--- config.mk ---
export PLATFORM = sky130hd
export DESIGN_NAME = keypad_calc
export DESIGN_NICKNAME = d
export VERILOG_FILES = /design/src/rtl/keypad_calc_pkg.sv /design/src/rtl/keypad_calc_div.sv /design/src/rtl/keypad_calc.sv
export SDC_FILE = /design/constraint.sdc
export NUM_CORES = 1
export LEC_CHECK = 0
export CORE_MARGIN = 1.5
export CORE_UTILIZATION = 35
export CTS_CLUSTER_SIZE = 8
export DETAILED_ROUTE_END_ITERATION = 7
export SLEW_MARGIN = 20
export SYNTH_ARGS = -nofsm -noshare
export SYNTH_HDL_FRONTEND = slang
export SYNTH_SLANG_ARGS = --single-unit
--- constraint.sdc ---
create_clock -name clk -period 5.85 [get_ports clk]
set_input_delay 1.17 -clock clk [delete_from_list [all_inputs] [get_ports clk]]
set_output_delay 1.17 -clock clk [all_outputs]
set_load 0.03 [all_outputs]
--- src/rtl/keypad_calc_pkg.sv ---
// keypad_calc_pkg -- shared definitions for the keypad calculator.
//   * key index constants for the 16-key active-low keypad
//   * FSM state type (DIV state only exists when KEYPAD_CALC_DIV_EN is defined)
//   * operator type
//   * pow10 helper used to size operands from the DIGITS parameter
package keypad_calc_pkg;

    localparam logic [3:0] KEY_A    = 4'd10;  // add
    localparam logic [3:0] KEY_B    = 4'd11;  // subtract
    localparam logic [3:0] KEY_C    = 4'd12;  // multiply
    localparam logic [3:0] KEY_D    = 4'd13;  // divide (optional)
    localparam logic [3:0] KEY_STAR = 4'd14;  // select operand 1
    localparam logic [3:0] KEY_HASH = 4'd15;  // select operand 2

`ifdef KEYPAD_CALC_DIV_EN
    typedef enum logic [2:0] {
        ST_ENTRY1 = 3'd0,
        ST_ENTRY2 = 3'd1,
        ST_CALC   = 3'd2,
        ST_DIV    = 3'd3,
        ST_DONE   = 3'd4
    } state_e;
`else
    typedef enum logic [2:0] {
        ST_ENTRY1 = 3'd0,
        ST_ENTRY2 = 3'd1,
        ST_CALC   = 3'd2,
        ST_DONE   = 3'd4
    } state_e;
`endif

    typedef enum logic [1:0] {
        OP_ADD = 2'd0,
        OP_SUB = 2'd1,
        OP_MUL = 2'd2,
        OP_DIV = 2'd3
    } op_e;

    function automatic int pow10(input int n);
        int r;
        r = 1;
        for (int i = 0; i < n; i++) r = r * 10;
        return r;
    endfunction

endpackage

--- src/rtl/keypad_calc_div.sv ---
// keypad_calc_div -- W-cycle restoring unsigned divider.
// Ports:
//   clk, rst          clock, synchronous active-high reset (control only)
//   start             1-cycle pulse: load dividend/divisor, begin iterating
//   dividend, divisor W-bit unsigned operands (divisor assumed non-zero)
//   done              high during the last of the W iteration cycles
//   quotient          final quotient, valid whenever done is high
// Only instantiated when KEYPAD_CALC_DIV_EN is defined.
module keypad_calc_div #(
    parameter int W = 7
) (
    input  logic         clk,
    input  logic         rst,
    input  logic         start,
    input  logic [W-1:0] dividend,
    input  logic [W-1:0] divisor,
    output logic         done,
    output logic [W-1:0] quotient
);

    localparam int CW = $clog2(W + 1);

    logic          run_q, run_d;
    logic [CW-1:0] cnt_q, cnt_d;
    logic [W-1:0]  rem_q, rem_d;
    logic [W-1:0]  quo_q, quo_d;

    logic [W:0]    shifted;
    logic          ge;
    logic [W-1:0]  rem_nx;
    logic [W-1:0]  quo_nx;

    always_comb begin
        // One restoring step: bring in the next dividend bit, subtract if it fits.
        // The trial remainder is always < 2*divisor, so after a successful
        // subtraction the low W bits hold the exact new remainder.
        shifted  = {rem_q, quo_q[W-1]};
        ge       = (shifted >= {1'b0, divisor});
        rem_nx   = ge ? (shifted[W-1:0] - divisor) : shifted[W-1:0];
        quo_nx   = {quo_q[W-2:0], ge};
        done     = run_q && (cnt_q == CW'(W - 1));
        quotient = quo_nx;

        run_d = run_q;
        cnt_d = cnt_q;
        rem_d = rem_q;
        quo_d = quo_q;
        if (start) begin
            run_d = 1'b1;
            cnt_d = '0;
            rem_d = '0;
            quo_d = dividend;
        end else if (run_q) begin
            rem_d = rem_nx;
            quo_d = quo_nx;
            cnt_d = cnt_q + CW'(1);
            if (done) run_d = 1'b0;
        end
    end

    always_ff @(posedge clk) begin
        if (rst) begin
            run_q <= 1'b0;
            cnt_q <= '0;
        end else begin
            run_q <= run_d;
            cnt_q <= cnt_d;
        end
    end

    always_ff @(posedge clk) begin
        rem_q <= rem_d;
        quo_q <= quo_d;
    end

endmodule

--- src/rtl/keypad_calc.sv ---
// keypad_calc -- two-operand decimal keypad calculator.
// Ports:
//   clk        sole clock, rising edge
//   rst        synchronous active-high reset
//   keys_n     16 active-low keys: 0-9 digits, 10 A add, 11 B sub, 12 C mul,
//              13 D div, 14 * select operand 1, 15 # select operand 2
//   resultado  magnitude of last result (2W bits)
//   sinal      1 = result negative
//   valid      resultado/sinal hold a fresh result
//   busy       calculation in progress, keys ignored
//   erro       division by zero flagged
// Build option: define KEYPAD_CALC_DIV_EN to enable the D key and the
// sequential divider; otherwise D is ignored and erro is tied low.
module keypad_calc
    import keypad_calc_pkg::*;
#(
    parameter  int DIGITS = 2,
    localparam int W      = $clog2(pow10(DIGITS))
) (
    input  logic           clk,
    input  logic           rst,
    input  logic [15:0]    keys_n,
    output logic [2*W-1:0] resultado,
    output logic           sinal,
    output logic           valid,
    output logic           busy,
    output logic           erro
);

    localparam int PMOD = pow10(DIGITS - 1);

    state_e         state_q, state_d;
    logic [15:0]    keys_q, keys_d;      // registered keys, active-high
    logic [15:0]    prev_q, prev_d;      // previous registered keys
    logic [W-1:0]   op1_q, op1_d;
    logic [W-1:0]   op2_q, op2_d;
    op_e            opr_q, opr_d;
    logic [2*W-1:0] res_q, res_d;
    logic           sinal_q, sinal_d;
    logic           valid_q, valid_d;

    logic [15:0]    key_rise;
    logic           key_hit;
    logic [3:0]     key_idx;
    logic [2*W-1:0] a_ext, b_ext;

    // Shift a decimal digit in from the right, dropping the leading digit.
    function automatic logic [W-1:0] digit_shift(input logic [W-1:0] op,
                                                 input logic [3:0]   d);
        logic [W-1:0] m;
        m = op % W'(PMOD);
        return m * W'(10) + W'(d);
    endfunction

`ifdef KEYPAD_CALC_DIV_EN
    logic         erro_q, erro_d;
    logic         div_start;
    logic         div_done;
    logic [W-1:0] div_quo;

    keypad_calc_div #(.W(W)) u_div (
        .clk      (clk),
        .rst      (rst),
        .start    (div_start),
        .dividend (op1_q),
        .divisor  (op2_q),
        .done     (div_done),
        .quotient (div_quo)
    );
`endif

    always_comb begin
        keys_d   = ~keys_n;
        prev_d   = keys_q;
        key_rise = keys_q & ~prev_q;

        // Lowest newly pressed key wins; the rest are lost until re-pressed.
        key_hit = 1'b0;
        key_idx = '0;
        for (int i = 15; i >= 0; i--) begin
            if (key_rise[i]) begin
                key_hit = 1'b1;
                key_idx = 4'(i);
            end
        end

        a_ext = {{W{1'b0}}, op1_q};
        b_ext = {{W{1'b0}}, op2_q};

        state_d = state_q;
        op1_d   = op1_q;
        op2_d   = op2_q;
        opr_d   = opr_q;
        res_d   = res_q;
        sinal_d = sinal_q;
        valid_d = valid_q;
`ifdef KEYPAD_CALC_DIV_EN
        erro_d    = erro_q;
        div_start = 1'b0;
`endif

        case (state_q)
            ST_ENTRY1, ST_ENTRY2, ST_DONE: begin
                if (key_hit) begin
                    if (key_idx <= 4'd9) begin
                        if (state_q == ST_ENTRY1)      op1_d = digit_shift(op1_q, key_idx);
                        else if (state_q == ST_ENTRY2) op2_d = digit_shift(op2_q, key_idx);
                    end else if (key_idx == KEY_STAR) begin
                        if (state_q != ST_ENTRY1) begin
                            state_d = ST_ENTRY1;
                            valid_d = 1'b0;
                        end
                    end else if (key_idx == KEY_HASH) begin
                        if (state_q != ST_ENTRY2) begin
                            state_d = ST_ENTRY2;
                            valid_d = 1'b0;
                        end
                    end else if (key_idx == KEY_A || key_idx == KEY_B || key_idx == KEY_C) begin
                        opr_d   = (key_idx == KEY_A) ? OP_ADD :
                                  (key_idx == KEY_B) ? OP_SUB : OP_MUL;
                        state_d = ST_CALC;
                        valid_d = 1'b0;
`ifdef KEYPAD_CALC_DIV_EN
                        erro_d  = 1'b0;
                    end else if (key_idx == KEY_D) begin
                        opr_d = OP_DIV;
                        if (op2_q == '0) begin
                            state_d = ST_DONE;
                            res_d   = '0;
                            sinal_d = 1'b0;
                            valid_d = 1'b1;
                            erro_d  = 1'b1;
                        end else begin
                            state_d   = ST_DIV;
                            valid_d   = 1'b0;
                            erro_d    = 1'b0;
                            div_start = 1'b1;
                        end
`endif
                    end
                end
            end
            ST_CALC: begin
                case (opr_q)
                    OP_SUB: begin
                        if (op1_q >= op2_q) begin
                            res_d   = a_ext - b_ext;
                            sinal_d = 1'b0;
                        end else begin
                            res_d   = b_ext - a_ext;
                            sinal_d = 1'b1;
                        end
                    end
                    OP_MUL: begin
                        res_d   = a_ext * b_ext;
                        sinal_d = 1'b0;
                    end
                    default: begin
                        res_d   = a_ext + b_ext;
                        sinal_d = 1'b0;
                    end
                endcase
                valid_d = 1'b1;
                state_d = ST_DONE;
            end
`ifdef KEYPAD_CALC_DIV_EN
            ST_DIV: begin
                if (div_done) begin
                    res_d   = {{W{1'b0}}, div_quo};
                    sinal_d = 1'b0;
                    valid_d = 1'b1;
                    state_d = ST_DONE;
                end
            end
`endif
            default: state_d = ST_ENTRY1;
        endcase
    end

    always_ff @(posedge clk) begin
        if (rst) begin
            state_q <= ST_ENTRY1;
            keys_q  <= '0;
            prev_q  <= '0;
            op1_q   <= '0;
            op2_q   <= '0;
            opr_q   <= OP_ADD;
            res_q   <= '0;
            sinal_q <= 1'b0;
            valid_q <= 1'b0;
`ifdef KEYPAD_CALC_DIV_EN
            erro_q  <= 1'b0;
`endif
        end else begin
            state_q <= state_d;
            keys_q  <= keys_d;
            prev_q  <= prev_d;
            op1_q   <= op1_d;
            op2_q   <= op2_d;
            opr_q   <= opr_d;
            res_q   <= res_d;
            sinal_q <= sinal_d;
            valid_q <= valid_d;
`ifdef KEYPAD_CALC_DIV_EN
            erro_q  <= erro_d;
`endif
        end
    end

    assign resultado = res_q;
    assign sinal     = sinal_q;
    assign valid     = valid_q;
`ifdef KEYPAD_CALC_DIV_EN
    assign busy      = (state_q == ST_CALC) || (state_q == ST_DIV);
    assign erro      = erro_q;
`else
    assign busy      = (state_q == ST_CALC);
    assign erro      = 1'b0;
`endif

endmodule

==> impl_metrics.env <==
export IMPL_outcome="finished, final reports clean"
export IMPL_place_congestion=0.830
export IMPL_finalHoldViolCount=0
export IMPL_post_cts_buffers=0
export IMPL_synth_top_area_share_pct=21.9
export IMPL_final_max_slew_viol_count=0
export IMPL_synth_nets=853
export IMPL_post_synth_top_count_cell="inv_1"
export IMPL_cp_top_family="adder cells"
export IMPL_fp_dieW_um=135
export IMPL_crit_chain="inv_1, nor2_1, fa_1, inv_1, fa_1, fa_1, inv_1, fa_1, ha_1, o21ai_0, o21ai_1, a31o_1, o41ai_2, xnor2_1, a221oi_1, a211oi_1"
export IMPL_grt_max_degree=31
export IMPL_cts_max_path_buffers=2
export IMPL_ys_warn_count=0
export IMPL_fillers=1758
export IMPL_utilization_pct=40.1
export IMPL_antenna_found_initial=0
export IMPL_synth_cell_type_count=71
export IMPL_drt_drc_violations_left=0
export IMPL_io_buffers=34
export IMPL_ant_nets=0
export IMPL_rrSetupSlack_ns=1.04
export IMPL_setup_slack_ns=1.04
export IMPL_clkSinkCount=67
export IMPL_hpwl_mm=11.2
export IMPL_cap_violations=0
export IMPL_grt_pass1_vias=4888
export IMPL_cts_tree="yes"
export IMPL_grt_overflow_total=0
export IMPL_synth_cells=731
export IMPL_drt_first_pass_iters=5
export IMPL_synth_edf_count=0
export IMPL_dieArea_mm2=0.0183
export IMPL_slew_headroom_pct=51.1
export IMPL_cts_root_buffer="clkbuf_16"
export IMPL_synth_flop_cell="dfxtp_1"
export IMPL_worst_setup_path_end_kind="flop"
export IMPL_drive_gt1_share_pct=5.44
export IMPL_netSwitchingFraction_pct=41.0
export IMPL_syn2layout_area_growth_pct=12.7
export IMPL_yosys_area_top_type="dfxtp_1"
export IMPL_core_mm2=0.0172
export IMPL_p_int_mw=1.19
export IMPL_vias=5022
export IMPL_min_period_ns=4.81
export IMPL_cts_reportedPaths_clkPinSlew_ns=0.06
export IMPL_hold_class="reg -> reg"
export IMPL_clock_skew_ns=0.00724
export IMPL_fmax_mhz=208
export IMPL_cts_hold_buffers=0
export IMPL_pwr_share_clk_pct=26.8
export IMPL_path_class="reg -> reg"
export IMPL_ys_ff_latch=67
export IMPL_pwr_share_comb_pct=45.6
export IMPL_viasPerCell=5.13
export IMPL_die_h_um=135
export IMPL_cellPowerDensity_mw_per_mm2=293
export IMPL_netlist_top_cells_area="dfxtp_1, ha_1, fa_1"
export IMPL_postPlaceCellArea_mm2=0.00660
export IMPL_cp_required_ns=6.06
export IMPL_synth_async_reset_ratio_pct=0
export IMPL_layout_nets=870
export IMPL_htreeDepth=3
export IMPL_irDropWorstVdd_mv=0.187
export IMPL_cp_num_buf_inv=3
export IMPL_leakage_nw=3.02
export IMPL_num_io_pins=36
export IMPL_dp_slack_ns=1.01
export IMPL_cts_inserted_buffers=9
export IMPL_finalCritPeriodShare_pct=82.3
export IMPL_initial_core_util_pct=35.6
export IMPL_synthTopCellsByCount="inv_1, ha_1, nor2_1"
export IMPL_drt_iter0_markers=330
export IMPL_detail_route_wl_per_cell_um=14.8
export IMPL_clkLatencyLatePin_ns=0.35
export IMPL_crit_path_top_delay_cell="dfxtp_1"
export IMPL_pwr_share_seq_pct=27.6
export IMPL_syn_avg_cell_area_um2=8.36
export IMPL_cts_resized=0
export IMPL_whs_ns=0.459
export IMPL_cp_max_fo=12
export IMPL_gr_usage_all_layers_pct=16.8
export IMPL_critPathArrivalTime_ns=5.02
export IMPL_wirelength_mm=14.5
export IMPL_ys_seq_area_share_pct=21.9
export IMPL_tightest_slew_ns=0.733
export IMPL_final_setup_tns_ns=0
export IMPL_crit_path_frequent_cell="fa_1"
export IMPL_power_switching_uw=828
export IMPL_row_count=48
export IMPL_design_area_mm2=0.00689
export IMPL_setup_viol=0
export IMPL_antennaDiodeCount=0
export IMPL_cpPeakStageDelay_ns=0.61
export IMPL_cp_start_kind="flop"
export IMPL_rsz0062_at_grt="no"
export IMPL_grt_pass1_wl_mm=24.4
export IMPL_syn_area_mm2=0.00611
layout make-up:
type                    instances  area (um^2)  area share, %
inverters                      78          293           4.25
well taps                     225          282           4.08
clock buffers                   9          225           3.27
repair buffers                 36          350           5.08
flip-flops and latches         67         1340           19.5
multi-input cells             556         4340           62.9
clock inverters                 7         65.1          0.944
power by group through the flow:
| stage | Clock, mW | Combinational, mW | Sequential (mW) |
|---|---|---|---|
| final | 0.541 | 0.920 | 0.557 |
| after global routing | 0.576 | 1.01 | 0.567 |
| after CTS | 0.556 | 0.915 | 0.555 |
| after detailed placement | 0 | 0.908 | 0.566 |
| after global placement | 0 | 0.899 | 0.563 |
| after floorplan | 0 | 0.770 | 0.525 |
final timing paths:
check	end	depth (start not counted)	startpoint
max	resultado[13]	16	op2_q[1]
min	prev_q[1]	1	keys_q[1]
max reg2reg	resultado[13]	16	op2_q[1]
min reg2reg	prev_q[1]	1	keys_q[1]
metal layers:
| metal | GRT usage [%] | share of wire (%) | vias to the layer above |
|---|---|---|---|
| li1 | - | - | 2553 |
| met1 | 21.9 | 48 | 2349 |
| met2 | 28.5 | 47 | 104 |
| met3 | 3.11 | 3.9 | 16 |
| met4 | 4.48 | 1.3 | 0 |
| met5 | 0 | 0 | - |
registers in the layout (all words and copies together), names as in the netlist:
name and flops:
keys_q 16, prev_q 16, resultado 14, op1_q 7
op2_q 7, state_q 3, opr_q 2, sinal 1
valid 1
cell families (layout without fill, tap and decap cells):
| kind of cell | after synthesis | after routing | synth area share, % |
|---|---|---|---|
| xor+xnor | 29 | 29 | 4.15 |
| compound gates | 168 | 168 | 19.4 |
| other cells | 1 | 1 | 0.0613 |
| simple gates | 239 | 239 | 19.5 |
| flops | 67 | 67 | 21.9 |
| mux | 15 | 15 | 2.74 |
| fa+ha+maj | 104 | 104 | 25.1 |
| buf+inv | 108 | 130 | 7.14 |
through the flow:
| step | power (mW) | cells |
|---|---|---|
| after floorplan | 1.29 | 731 |
| after global placement | 1.46 | 962 |
| after detailed placement | 1.47 | 962 |
| after CTS | 2.03 | 978 |
| after global routing | 2.16 | 978 |
| final | 2.02 | 978 |
layout by cell type (no fill, tap or decap), types with 30 or more instances in the layout:
| master | n |
|---|---|
| ha_1 | 73 |
| fa_1 | 31 |
| dfxtp_1 | 67 |
| nor2_1 | 68 |
| nand2_1 | 55 |
| nor2b_1 | 30 |
| a21oi_1 | 36 |
| inv_1 | 77 |
| clkdlybuf4s50_1 | 33 |
| o21ai_0 | 31 |
Note: power is estimated with default switching activity, not from simulation.
